$ cat config.mk
export PLATFORM = sky130hd
export DESIGN_NAME = mem_rr_scheduler
export DESIGN_NICKNAME = d
export VERILOG_FILES = /design/src/rtl/mem_sched_pkg.sv /design/src/rtl/rr_priority_picker.sv /design/src/rtl/mem_rr_scheduler.sv
export SDC_FILE = /design/constraint.sdc
export NUM_CORES = 1
export LEC_CHECK = 0
export BUFFER_PORTS_ARGS = -buffer_cell sky130_fd_sc_hd__buf_2
export CORE_MARGIN = 5
export CORE_UTILIZATION = 35
export DETAILED_ROUTE_END_ITERATION = 10
export PLACE_DENSITY = 0.74
export SKIP_LAST_GASP = 1
export SLEW_MARGIN = 20
export SYNTH_ARGS = -nofsm -noshare
export SYNTH_HDL_FRONTEND = slang
export SYNTH_SLANG_ARGS = --single-unit
$ cat constraint.sdc
create_clock -name clk -period 1.9 [get_ports clk]
set_input_delay 0 -clock clk [delete_from_list [all_inputs] [get_ports clk]]
set_output_delay 0 -clock clk [all_outputs]
set_load 0.01 [all_outputs]
$ cat src/rtl/mem_sched_pkg.sv
// Shared types and defaults for the round-robin memory scheduler.
// Also carries the coherency encoding reserved for future snoop hooks.
package mem_sched_pkg;

    localparam int DEF_NUM_REQ   = 4;
    localparam int DEF_DATA_SIZE = 2;
    localparam int DEF_ADDR_W    = 14;
    localparam int DEF_TIMEOUT   = 15;

    typedef enum logic [1:0] {
        IDLE  = 2'd0,
        ISSUE = 2'd1,
        WAIT  = 2'd2,
        RESP  = 2'd3
    } sched_state_t;

    typedef enum logic [1:0] {
        I = 2'b00,
        M = 2'b01,
        S = 2'b10
    } coherency_t;

    // Increment with wrap at n; used to advance the rotation pointer.
    function automatic int wrap_inc(input int v, input int n);
        return (v + 1 >= n) ? 0 : v + 1;
    endfunction

endpackage

$ cat src/rtl/rr_priority_picker.sv
// Combinational round-robin picker: first set request at or above rr_ptr,
// wrapping modulo NUM_REQ.
module rr_priority_picker
    import mem_sched_pkg::*;
#(
    parameter int NUM_REQ = DEF_NUM_REQ
) (
    input  logic [NUM_REQ-1:0]         req,
    input  logic [$clog2(NUM_REQ)-1:0] rr_ptr,
    output logic [NUM_REQ-1:0]         grant,
    output logic [$clog2(NUM_REQ)-1:0] grant_idx,
    output logic                       any_req
);

    localparam int IDX_W = $clog2(NUM_REQ);

    // Scan from the farthest offset down so the nearest requester wins last.
    always_comb begin
        int j;
        j         = 0;
        grant_idx = '0;
        any_req   = 1'b0;
        for (int off = NUM_REQ - 1; off >= 0; off--) begin
            j = (int'(rr_ptr) + off) % NUM_REQ;
            if (req[j[IDX_W-1:0]]) begin
                grant_idx = j[IDX_W-1:0];
                any_req   = 1'b1;
            end
        end
    end

    generate
        for (genvar gi = 0; gi < NUM_REQ; gi++) begin : g_onehot
            assign grant[gi] = any_req && (grant_idx == IDX_W'(gi));
        end
    endgenerate

endmodule

$ cat src/rtl/mem_rr_scheduler.sv
// Round-robin scheduler sharing one memory port between NUM_REQ requesters,
// with a single outstanding command, registered outputs and a hang timeout.
module mem_rr_scheduler
    import mem_sched_pkg::*;
#(
    parameter int NUM_REQ   = DEF_NUM_REQ,
    parameter int DATA_SIZE = DEF_DATA_SIZE,
    parameter int ADDR_W    = DEF_ADDR_W,
    parameter int TIMEOUT   = DEF_TIMEOUT
) (
    input  logic                          clk,
    input  logic                          reset_n,
    input  logic [NUM_REQ-1:0]            req,
    input  logic [NUM_REQ-1:0]            req_we,
    input  logic [NUM_REQ*ADDR_W-1:0]     req_addr,
    input  logic [NUM_REQ*DATA_SIZE*8-1:0] req_wdata,
    output logic [NUM_REQ-1:0]            resp,
    output logic                          resp_err,
    output logic [DATA_SIZE*8-1:0]        resp_rdata,
    output logic                          mem_req,
    output logic                          mem_we,
    output logic [ADDR_W-1:0]             mem_addr,
    output logic [DATA_SIZE*8-1:0]        mem_wdata,
    input  logic                          mem_ready,
    input  logic                          mem_ack,
    input  logic [DATA_SIZE*8-1:0]        mem_rdata,
    output logic [$clog2(NUM_REQ)-1:0]    grant_id,
    output logic                          busy
);

    localparam int DW    = DATA_SIZE * 8;
    localparam int IDX_W = $clog2(NUM_REQ);
    localparam int CNT_W = $clog2(TIMEOUT + 2);

    sched_state_t       state_reg, state_next;
    logic [IDX_W-1:0]   rr_ptr_reg, rr_ptr_next;
    logic [CNT_W-1:0]   cnt_reg, cnt_next;
    logic [IDX_W-1:0]   grant_id_reg, grant_id_next;
    logic [NUM_REQ-1:0] winner_reg, winner_next;
    logic               mem_req_reg, mem_req_next;
    logic               mem_we_reg, mem_we_next;
    logic [ADDR_W-1:0]  mem_addr_reg, mem_addr_next;
    logic [DW-1:0]      mem_wdata_reg, mem_wdata_next;
    logic [NUM_REQ-1:0] resp_reg, resp_next;
    logic               resp_err_reg, resp_err_next;
    logic [DW-1:0]      resp_rdata_reg, resp_rdata_next;
    logic               busy_reg, busy_next;

    logic [NUM_REQ-1:0] pick_grant;
    logic [IDX_W-1:0]   pick_idx;
    logic               any_req;
    logic               timeout_hit;
    logic               complete;
    logic               expire;

    rr_priority_picker #(
        .NUM_REQ (NUM_REQ)
    ) u_picker (
        .req       (req),
        .rr_ptr    (rr_ptr_reg),
        .grant     (pick_grant),
        .grant_idx (pick_idx),
        .any_req   (any_req)
    );

    assign timeout_hit = (TIMEOUT > 0) && (cnt_reg == CNT_W'(TIMEOUT - 1));

    always_ff @(posedge clk) begin
        if (!reset_n) begin
            state_reg      <= IDLE;
            rr_ptr_reg     <= '0;
            cnt_reg        <= '0;
            grant_id_reg   <= '0;
            winner_reg     <= '0;
            mem_req_reg    <= 1'b0;
            mem_we_reg     <= 1'b0;
            mem_addr_reg   <= '0;
            mem_wdata_reg  <= '0;
            resp_reg       <= '0;
            resp_err_reg   <= 1'b0;
            resp_rdata_reg <= '0;
            busy_reg       <= 1'b0;
        end else begin
            state_reg      <= state_next;
            rr_ptr_reg     <= rr_ptr_next;
            cnt_reg        <= cnt_next;
            grant_id_reg   <= grant_id_next;
            winner_reg     <= winner_next;
            mem_req_reg    <= mem_req_next;
            mem_we_reg     <= mem_we_next;
            mem_addr_reg   <= mem_addr_next;
            mem_wdata_reg  <= mem_wdata_next;
            resp_reg       <= resp_next;
            resp_err_reg   <= resp_err_next;
            resp_rdata_reg <= resp_rdata_next;
            busy_reg       <= busy_next;
        end
    end

    always_comb begin
        state_next      = state_reg;
        rr_ptr_next     = rr_ptr_reg;
        cnt_next        = cnt_reg;
        grant_id_next   = grant_id_reg;
        winner_next     = winner_reg;
        mem_req_next    = mem_req_reg;
        mem_we_next     = mem_we_reg;
        mem_addr_next   = mem_addr_reg;
        mem_wdata_next  = mem_wdata_reg;
        resp_next       = '0;
        resp_err_next   = 1'b0;
        resp_rdata_next = '0;
        complete        = 1'b0;
        expire          = 1'b0;

        case (state_reg)
            IDLE: begin
                if (any_req) begin
                    grant_id_next  = pick_idx;
                    winner_next    = pick_grant;
                    mem_we_next    = req_we[pick_idx];
                    mem_addr_next  = req_addr[pick_idx*ADDR_W +: ADDR_W];
                    mem_wdata_next = req_wdata[pick_idx*DW +: DW];
                    mem_req_next   = 1'b1;
                    cnt_next       = '0;
                    state_next     = ISSUE;
                end
            end
            ISSUE: begin
                cnt_next = cnt_reg + CNT_W'(1);
                if (mem_ready && mem_ack) begin
                    complete = 1'b1;
                end else if (timeout_hit) begin
                    expire = 1'b1;
                end else if (mem_ready) begin
                    state_next   = WAIT;
                    mem_req_next = 1'b0;
                end
            end
            WAIT: begin
                cnt_next = cnt_reg + CNT_W'(1);
                if (mem_ack) begin
                    complete = 1'b1;
                end else if (timeout_hit) begin
                    expire = 1'b1;
                end
            end
            RESP: begin
                state_next  = IDLE;
                rr_ptr_next = IDX_W'(wrap_inc(int'(grant_id_reg), NUM_REQ));
            end
            default: state_next = IDLE;
        endcase

        // An ack landing on the timeout cycle takes precedence over the error.
        if (complete || expire) begin
            state_next      = RESP;
            mem_req_next    = 1'b0;
            resp_next       = winner_reg;
            resp_err_next   = expire;
            resp_rdata_next = (expire || mem_we_reg) ? '0 : mem_rdata;
        end

        busy_next = (state_next != IDLE);
    end

    assign resp       = resp_reg;
    assign resp_err   = resp_err_reg;
    assign resp_rdata = resp_rdata_reg;
    assign mem_req    = mem_req_reg;
    assign mem_we     = mem_we_reg;
    assign mem_addr   = mem_addr_reg;
    assign mem_wdata  = mem_wdata_reg;
    assign grant_id   = grant_id_reg;
    assign busy       = busy_reg;

endmodule
==> results of run 1 <==
## stage by stage
stage               util [%]  hold WS [ps]
floorplan                  -           116
global placement        48.6           198
detailed placement      48.6           202
## cells by family after synthesis
| kind of cell | count (synthesis) |
|---|---|
| XOR/XNOR | 3 |
| multiplexers | 39 |
| AND/OR/NAND/NOR | 100 |
| AO/OA/AOI/OAI | 88 |
| adder cells (fa/ha/maj) | 8 |
| buffers and inverters | 36 |
| flip-flops | 69 |
==> impl_results.md, run 1 <==
- Syn_area_per_cell: 9.55 um2
- Err: [ERROR RSZ-0060] Max buffer count reached.
- Post-synthesis xor/xnor area fraction: 0.802%
- Synth Area in Compound Gates: 20.8%
- Post-synthesis register bit count: 69
- # IOs: 204
- Root buf cell: clkbuf_8
- Post-CTS Setup Bufs: 0
- Post-synth EDFFs: 0
- Synth top area cells: dfxtp_1, mux2i_1, o221ai_1, a22oi_1, nand2_1
- Post-synth top area cell: dfxtp_1
- H-tree levels: 3
- Warnings, synthesis: 0
- Synthesized-area fraction occupied by adder cells: 3.06%
- Multiplexer share of the synthesized area: 12.0%
- Status: stopped before the end
- Dpl cells: 648
- Sink Count: 69
- Starting Density: 35.6%
- Die height: 107 um
- Fail Step: 4_1_cts
- Post-cts gate resize count: 0
- Top_reg_cell synth: dfxtp_1
- Row cnt: 35
- Main combinational cell family by area after synthesis: compound AO/OA/AOI/OAI gates
- Synth top area share: 42.2%
- Post-Syn Nets: 499
- Synthesized instance count: 343
- Synth top cells by count: dfxtp_1, mux2i_1, nand2_1, o221ai_1, a22oi_1
- Async SR Flop Fraction: 0%
- Netlist cell types: 47
- Placed Area: 0.00447 mm2
- Post-Syn Area: 0.00328 mm2
- Simple-Gate Fraction of Synth Area: 16.0%
- Detailed placer's ending HPWL: 8660 um
- Gpl congestion: 0.835
- Setup WS pre-CTS: 102 ps
- Register area share after synthesis: 42.2%
- TritonCTS Buffers: 9
- Top-count cell post-synth: dfxtp_1
- Hold_buf cts: 134
- Longest Clk Path Bufs: 2
- Die width: 107 um
- Port Buf Inserts: 203
==> run 2, diff against run 1 <==
- CORE_UTILIZATION: 35 -> 20
- PLACE_DENSITY: 0.74 -> unset
- PLACE_DENSITY_LB_ADDON: unset -> 0.15
- clock period: 1.9 -> 2.5 ns (I/O delays scaled with it)
==> run 2 against run 1 <==
Synthesized cell count stayed put. The flow now finishes without violations. Synthesized area stayed put.
==> impl_results.md, run 2 <==
- First-pass GRT wire length: 19,800 um
- Largest stage delay, worst path: 570 ps
- Row cnt: 46 (was 35)
- Remaining global-route overflow: 0
- WHS: 7.53 ps
- Combinational Power Share: 35.7%
- Kind of critical path: flop to flop
- Count of final setup violators: 0
- TritonCTS Buffers: 9 (unchanged)
- Most common cell on crit path: inv_1
- Syn_area_per_cell: 9.55 um2 (unchanged)
- Vias per Instance: 4.36
- Port Buf Inserts: 203 (unchanged)
- Most common cell after layout, fill and taps aside: buf_2
- Fin crit period: 2330 ps
- P_leak: 2.82 nW
- Register area share after synthesis: 42.2% (unchanged)
- Post-synth EDFFs: 0 (unchanged)
- Seq pwr share: 34.9%
- DR iter-0 viols: 128
- Top-count cell post-synth: dfxtp_1 (unchanged)
- Synth top cells by count: dfxtp_1, mux2i_1, nand2_1, o221ai_1, a22oi_1 (unchanged)
- Vias in the first global route: 3,961
- Starting Density: 20.5% (was 35.6%)
- Slew Viols, Final: 0
- Final hold violations: 0
- Final #Nets: 803
- Slew HR: 72.9%
- Post-synthesis register bit count: 69 (unchanged)
- Switching fraction of total power: 33.7%
- Layout cells sized above 1: 37.1%
- Post-synth top area cell: dfxtp_1 (unchanged)
- Netlist cell types: 47 (unchanged)
- Vias post-DR: 3,787
- Die height: 138 um (was 107 um)
- Gpl congestion: 0.761 (was 0.835)
- Commonest non-fill, non-tap cells in the layout: buf_2, dlygate4sd3_1, dfxtp_1
- Unrepaired setup endpoints after global routing: no
- Die width: 138 um (was 107 um)
- H-tree levels: 3 (unchanged)
- Tcrit/Tclk final: 93.0%
- Synth top area cells: dfxtp_1, mux2i_1, o221ai_1, a22oi_1, nand2_1 (unchanged)
- PD cells: 692 mW/mm2
- First-pass iteration count of the detailed router: 5
- CP required: 2720 ps
- Detailed placer's ending HPWL: 9470 um (was 8660 um)
- CP Launch Point: state_reg[1]
- Warnings, synthesis: 0 (unchanged)
- Worst slew pin tran: 406 ps
- CTS clk-pin slew, worst paths: 60 ps
- Synthesized instance count: 343 (unchanged)
- Switching power: 1.37 mW
- Crit. End Element: flop
- Async SR Flop Fraction: 0% (unchanged)
- DR DRC count: 0
- Antenna violations before repair: 0
- FMAX: 430 MHz
- Internal power: 2.69 mW
- CORE AREA: 0.0160 mm2
- Fin Clk Skew: 8.01 ps
- Hold Path Class: primary input to flop
- Clock power share: 29.3%
- Top_reg_cell synth: dfxtp_1 (unchanged)
- Die area: 0.0190 mm2
- Worst VDD drop: 0.307 mV
- Cell Chain, Critical Path: inv_1 -> ha_2 -> inv_1 -> nor2_1 -> buf_4 -> nand3_1 -> buf_6 -> o221ai_1 -> dlygate4sd3_1
- Arr. time, crit path: 2540 ps
- Synth top area share: 42.2% (unchanged)
- ANT nets after route: 0
- Setup_tns: 0 ps
- Avg WL per Cell: 15.2 um
- CTS tree: built
- Final wirelength: 13,200 um
- Placed Area: 0.00454 mm2 (was 0.00447 mm2)
- Startpoint types: flop
- CP max stage cell: dlygate4sd3_1
- CP Max Fanout: 31
- Post-Syn Nets: 499 (unchanged)
- # IOs: 204 (unchanged)
- Status: completed (was stopped before the end)
- Reg-to-reg startpoint: state_reg[1]
- Root buf cell: clkbuf_16 (was clkbuf_8)
- Area delta synth->final: 79.3%
- Post-Syn Area: 0.00328 mm2 (unchanged)
- Sink Count: 69 (unchanged)
- Finished layout cell area: 0.00587 mm2
- Number of max-cap violations: 0
- Worst Hold Launch: req_we[0]
- Largest net degree at the start of global routing: 32
- Clock latency at the later pin of the worst-skew pair: 340 ps
- Total track usage: 13.5%
- Longest Clk Path Bufs: 2 (unchanged)
run 2: cell counts after synthesis:
Identical to the previous run, type by type.
run 2: area by class of cell:
type / instances / area (um2)
sequential: 69 / 1380
inverter: 11 / 41.3
clock inverter: 6 / 38.8
fill: 1674 / 10100
multi-input combinational: 238 / 1730
tap: 216 / 270
clock buffer: 10 / 239
antenna: 1 / 2.50
timing repair buffer: 318 / 2170
run 2: layer usage:
metal  vias up  routed length (um)  track usage (%)
met4         0                 215             5.32
met2       137                6900             23.9
met1      1761                5250             15.1
met3        16                 875             3.99
met5         -                   0                0
li1       1873                   -                -
run 2: stage by stage:
step,cells,utilization (%),power [mW],setup slack [ps]
3_5_place_dp,747,28.4,2.69,439
2_1_floorplan,343,-,2.17,718
5_1_grt,868,36.7,4.31,11.0
6_report,869,36.7,4.06,175
3_3_place_gp,747,28.4,2.68,476
4_1_cts,865,36.5,4.09,16.7
run 2: cells by family (layout without fill, tap and decap cells):
| logic type | after synthesis | after routing | synth area share, % |
|---|---|---|---|
| other cells | 0 | 1 | 0 |
| compound gates | 88 | 88 | 20.8 |
| mux | 39 | 39 | 12.0 |
| simple gates | 100 | 100 | 16.0 |
| flops | 69 | 69 | 42.2 |
| fa+ha+maj | 8 | 8 | 3.06 |
| buf+inv | 36 | 345 | 5.23 |
| xor+xnor | 3 | 3 | 0.802 |
run 2: worst max-delay path: cells and delay by family, from the launching register on:
family	cells	cell delay (ps)
adders and majority gates	1	250
buffers and inverters	5	1220
and+or+nand+nor	2	140
AOI/OAI and AO/OA	1	170
DFF	1	400
run 2: worst paths after layout:
check | slack [ps] | cells after the start | to
setup / recovery | 170 | 9 | mem_wdata[13]
setup reg to reg | 170 | 9 | mem_wdata[13]
hold reg to reg | 450 | 2 | winner_reg[3]
hold / removal | 8 | 3 | mem_we
run 2: repair_timing:
item                                    4_1_cts  5_1_grt
resized for setup                             0        3
endpoints found under the hold margin        47        0
endpoints found under the setup margin        0       14
buffers inserted                              0        3
hold buffers                                102        0
run 2: power groups by stage:
stage,Clock [mW],Combinational (mW),Sequential [mW]
5_1_grt,1.29,1.58,1.44
2_1_floorplan,0,0.672,1.50
4_1_cts,1.23,1.44,1.42
3_3_place_gp,0,1.24,1.44
3_5_place_dp,0,1.25,1.44
6_report,1.19,1.45,1.42
Power figures use the tool's default switching activity.
==> run 3, diff against run 2 <==
- CORE_MARGIN: 5 -> 3
==> run 3 against run 2 <==
Critical path depth shrank 1. Combinational power barely moved. Sequential cell count did not move. Power rose by 0.11%. Maximum frequency rose by 1.0%. First-iteration DRC count is 44% higher. Core utilization is 1.1 points lower. Clock skew is 1.0 ps higher. Wire length fell by 7.9%. Register-to-register slack better by 20 ps. Global-route usage fell by 0.055 points. Critical endpoint is now mem_addr[4]. Largest cell class unchanged.
==> impl_results.md, run 3 (synthesis results as in run 2) <==
- Status: completed (unchanged)
- Row cnt: 46 (unchanged)
- CP Launch Point: state_reg[0] (was state_reg[1])
- Starting Density: 20.5% (about the same)
- Final Util: 35.6% (was 36.7%)
- First-pass iteration count of the detailed router: 4 (was 5)
- Worst VDD drop: 0.310 mV (was 0.307 mV)
- Commonest non-fill, non-tap cells in the layout: buf_2, dlygate4sd3_1, dfxtp_1 (unchanged)
- CTS tree: built (unchanged)
- Final hold violations: 0 (unchanged)
- Reg2reg end: mem_addr[4] (was mem_wdata[13])
- Die width: 134 um (was 138 um)
- Hold Path Class: primary input to flop (unchanged)
- Detailed placer's ending HPWL: 9000 um (was 9470 um)
- Most common cell after layout, fill and taps aside: buf_2 (unchanged)
- GRT met1 Usage: 15.7% (was 15.1%)
- PD cells: 717 mW/mm2 (was 692 mW/mm2)
- DR iter-0 viols: 184 (was 128)
- Root buf cell: clkbuf_16 (unchanged)
- DR DRC count: 0 (unchanged)
- Kind of critical path: flop to flop (unchanged)
- Largest net degree at the start of global routing: 33 (was 32)
- Reg-to-reg startpoint: state_reg[0] (was state_reg[1])
- Layout cells sized above 1: 37.7% (was 37.1%)
- Area delta synth->final: 73.1% (was 79.3%)
- Total track usage: 13.4% (was 13.5%)
- CORE AREA: 0.0159 mm2 (was 0.0160 mm2)
- # IOs: 204 (unchanged)
- Vias post-DR: 3,747 (was 3,787)
- Switching fraction of total power: 33.4% (was 33.7%)
- Dpl cells: 746 (was 747)
- Clock power share: 29.6% (was 29.3%)
- Startpoint types: flop (unchanged)
- Finished layout cell area: 0.00567 mm2 (was 0.00587 mm2)
- Fin crit period: 2300 ps (was 2330 ps)
- Clock latency at the later pin of the worst-skew pair: 340 ps (about the same)
- First-pass GRT wire length: 19,000 um (was 19,800 um)
- Fin Clk Skew: 9.06 ps (was 8.01 ps)
- Avg WL per Cell: 14.4 um (was 15.2 um)
- Placed Area: 0.00452 mm2 (was 0.00454 mm2)
- Switching power: 1.36 mW (was 1.37 mW)
- Final #Nets: 784 (was 803)
- Tcrit/Tclk final: 92.1% (was 93.0%)
- Final wirelength: 12,200 um (was 13,200 um)
- Arr. time, crit path: 2590 ps (was 2540 ps)
- P_leak: 2.75 nW (was 2.82 nW)
- CTS clk-pin slew, worst paths: 60 ps (about the same)
- Routing usage on met2: 22.9% (was 23.9%)
- Remaining global-route overflow: 0 (unchanged)
- Number of max-cap violations: 0 (unchanged)
- Worst slew pin tran: 426 ps (was 406 ps)
- ANT nets after route: 0 (unchanged)
- Slew Viols, Final: 0 (unchanged)
- Setup_tns: 0 ps (unchanged)
- Internal power: 2.71 mW (was 2.69 mW)
- Met3 Usage GRT: 3.68% (was 3.99%)
- Port Buf Inserts: 203 (unchanged)
- Final Instance Count excl. Fillers: 848 (was 869)
- Seq pwr share: 35.0% (was 34.9%)
- Vias per Instance: 4.42 (was 4.36)
- CP Max Fanout: 27 (was 31)
- Antenna violations before repair: 0 (unchanged)
- Sink Count: 69 (unchanged)
- Crit. End Element: flop (unchanged)
- R2R setup slack: 200 ps (was 170 ps)
- Vias in the first global route: 3,754 (was 3,961)
- Die area: 0.0179 mm2 (was 0.0190 mm2)
- Longest Clk Path Bufs: 2 (unchanged)
- Count of final setup violators: 0 (unchanged)
- Combinational Power Share: 35.4% (was 35.7%)
- TritonCTS Buffers: 9 (unchanged)
- Worst reg-to-reg path cell count: 8 (was 9)
- H-tree levels: 3 (unchanged)
- Total Power: 4.07 mW (was 4.06 mW)
- Die height: 134 um (was 138 um)
- Slew HR: 71.5% (was 72.9%)
- CP required: 2780 ps (was 2720 ps)
- Crit path to: mem_addr[4] (was mem_wdata[13])
- Ant diodes: 0 (was 1)
- GR peak layer: met2 (unchanged)
- FMAX: 434 MHz (was 430 MHz)
- Gpl congestion: 0.829 (was 0.761)
==> run 3: cell types whose count changed in the layout (fill, tap and decap cells not counted) <==
cell / before / now
buf_12: 2 / 1
buf_4: 9 / 8
buf_6: 2 / 1
clkinv_2: 3 / 1
clkinv_4: 1 / 2
diode_2: 1 / 0
dlygate4sd3_1: 102 / 86
==> run 3: worst max-delay path: stages, from the launching register on <==
cell,delay (ps)
dfxtp_1,340
inv_1,130
ha_2,290
nand2b_4,140
nor2_2,120
buf_4,320
a22oi_1,120
o221ai_1,190
dlygate4sd3_1,580
==> run 3: what timing repair did <==
| item | CTS | global route |
|---|---|---|
| endpoints found under the setup margin | 0 | 26 |
| gates resized for setup | 0 | 2 |
| hold buffers | 86 | 0 |
| buffers inserted | 0 | 1 |
| hold endpoints to repair | 47 | 0 |
==> run 3: metrics by stage <==
stage               hold WS (ps)  worst slack [ps]
finish                      16.8               198
CTS                        0.323              64.5
global placement             198               632
floorplan                    116               718
detailed placement           204               601
global route                12.7             -9.01
==> run 3: how the worst min path moves through the flow <==
stage	slack [ps]	cells past startpoint	from	to
6_report	20	3	req_wdata[49]	mem_wdata[1]
5_1_grt	10	3	req_wdata[53]	mem_wdata[5]
4_1_cts	0.3	3	req_wdata[33]	mem_wdata[1]
3_5_place_dp	200	2	mem_rdata[0]	resp_rdata[0]
3_3_place_gp	200	2	mem_rdata[11]	resp_rdata[11]
2_1_floorplan	120	2	req_addr[0]	mem_addr[0]
==> run 3: area by class of cell <==
type / instances / area (um2)
clock inverter: 5 / 37.5
fill: 1671 / 10300
multi-input combinational: 238 / 1730
inverter: 11 / 41.3
sequential: 69 / 1380
clock buffer: 10 / 239
tap: 216 / 270
timing repair buffer: 299 / 1970
==> run 3: power by group through the flow <==
stage	Combinational, mW	Sequential [mW]	Clock (mW)
after global placement	1.21	1.44	0
after detailed placement	1.23	1.44	0
after CTS	1.44	1.42	1.25
after floorplan	0.672	1.50	0
final	1.44	1.42	1.20
after global routing	1.59	1.45	1.29
==> run 3: layer usage <==
layer / wire, um / share of wire [%]
met2: 6240 / 51
met1: 4900 / 40
met3: 794 / 6.5
met4: 265 / 2.2
met5: 0 / 0
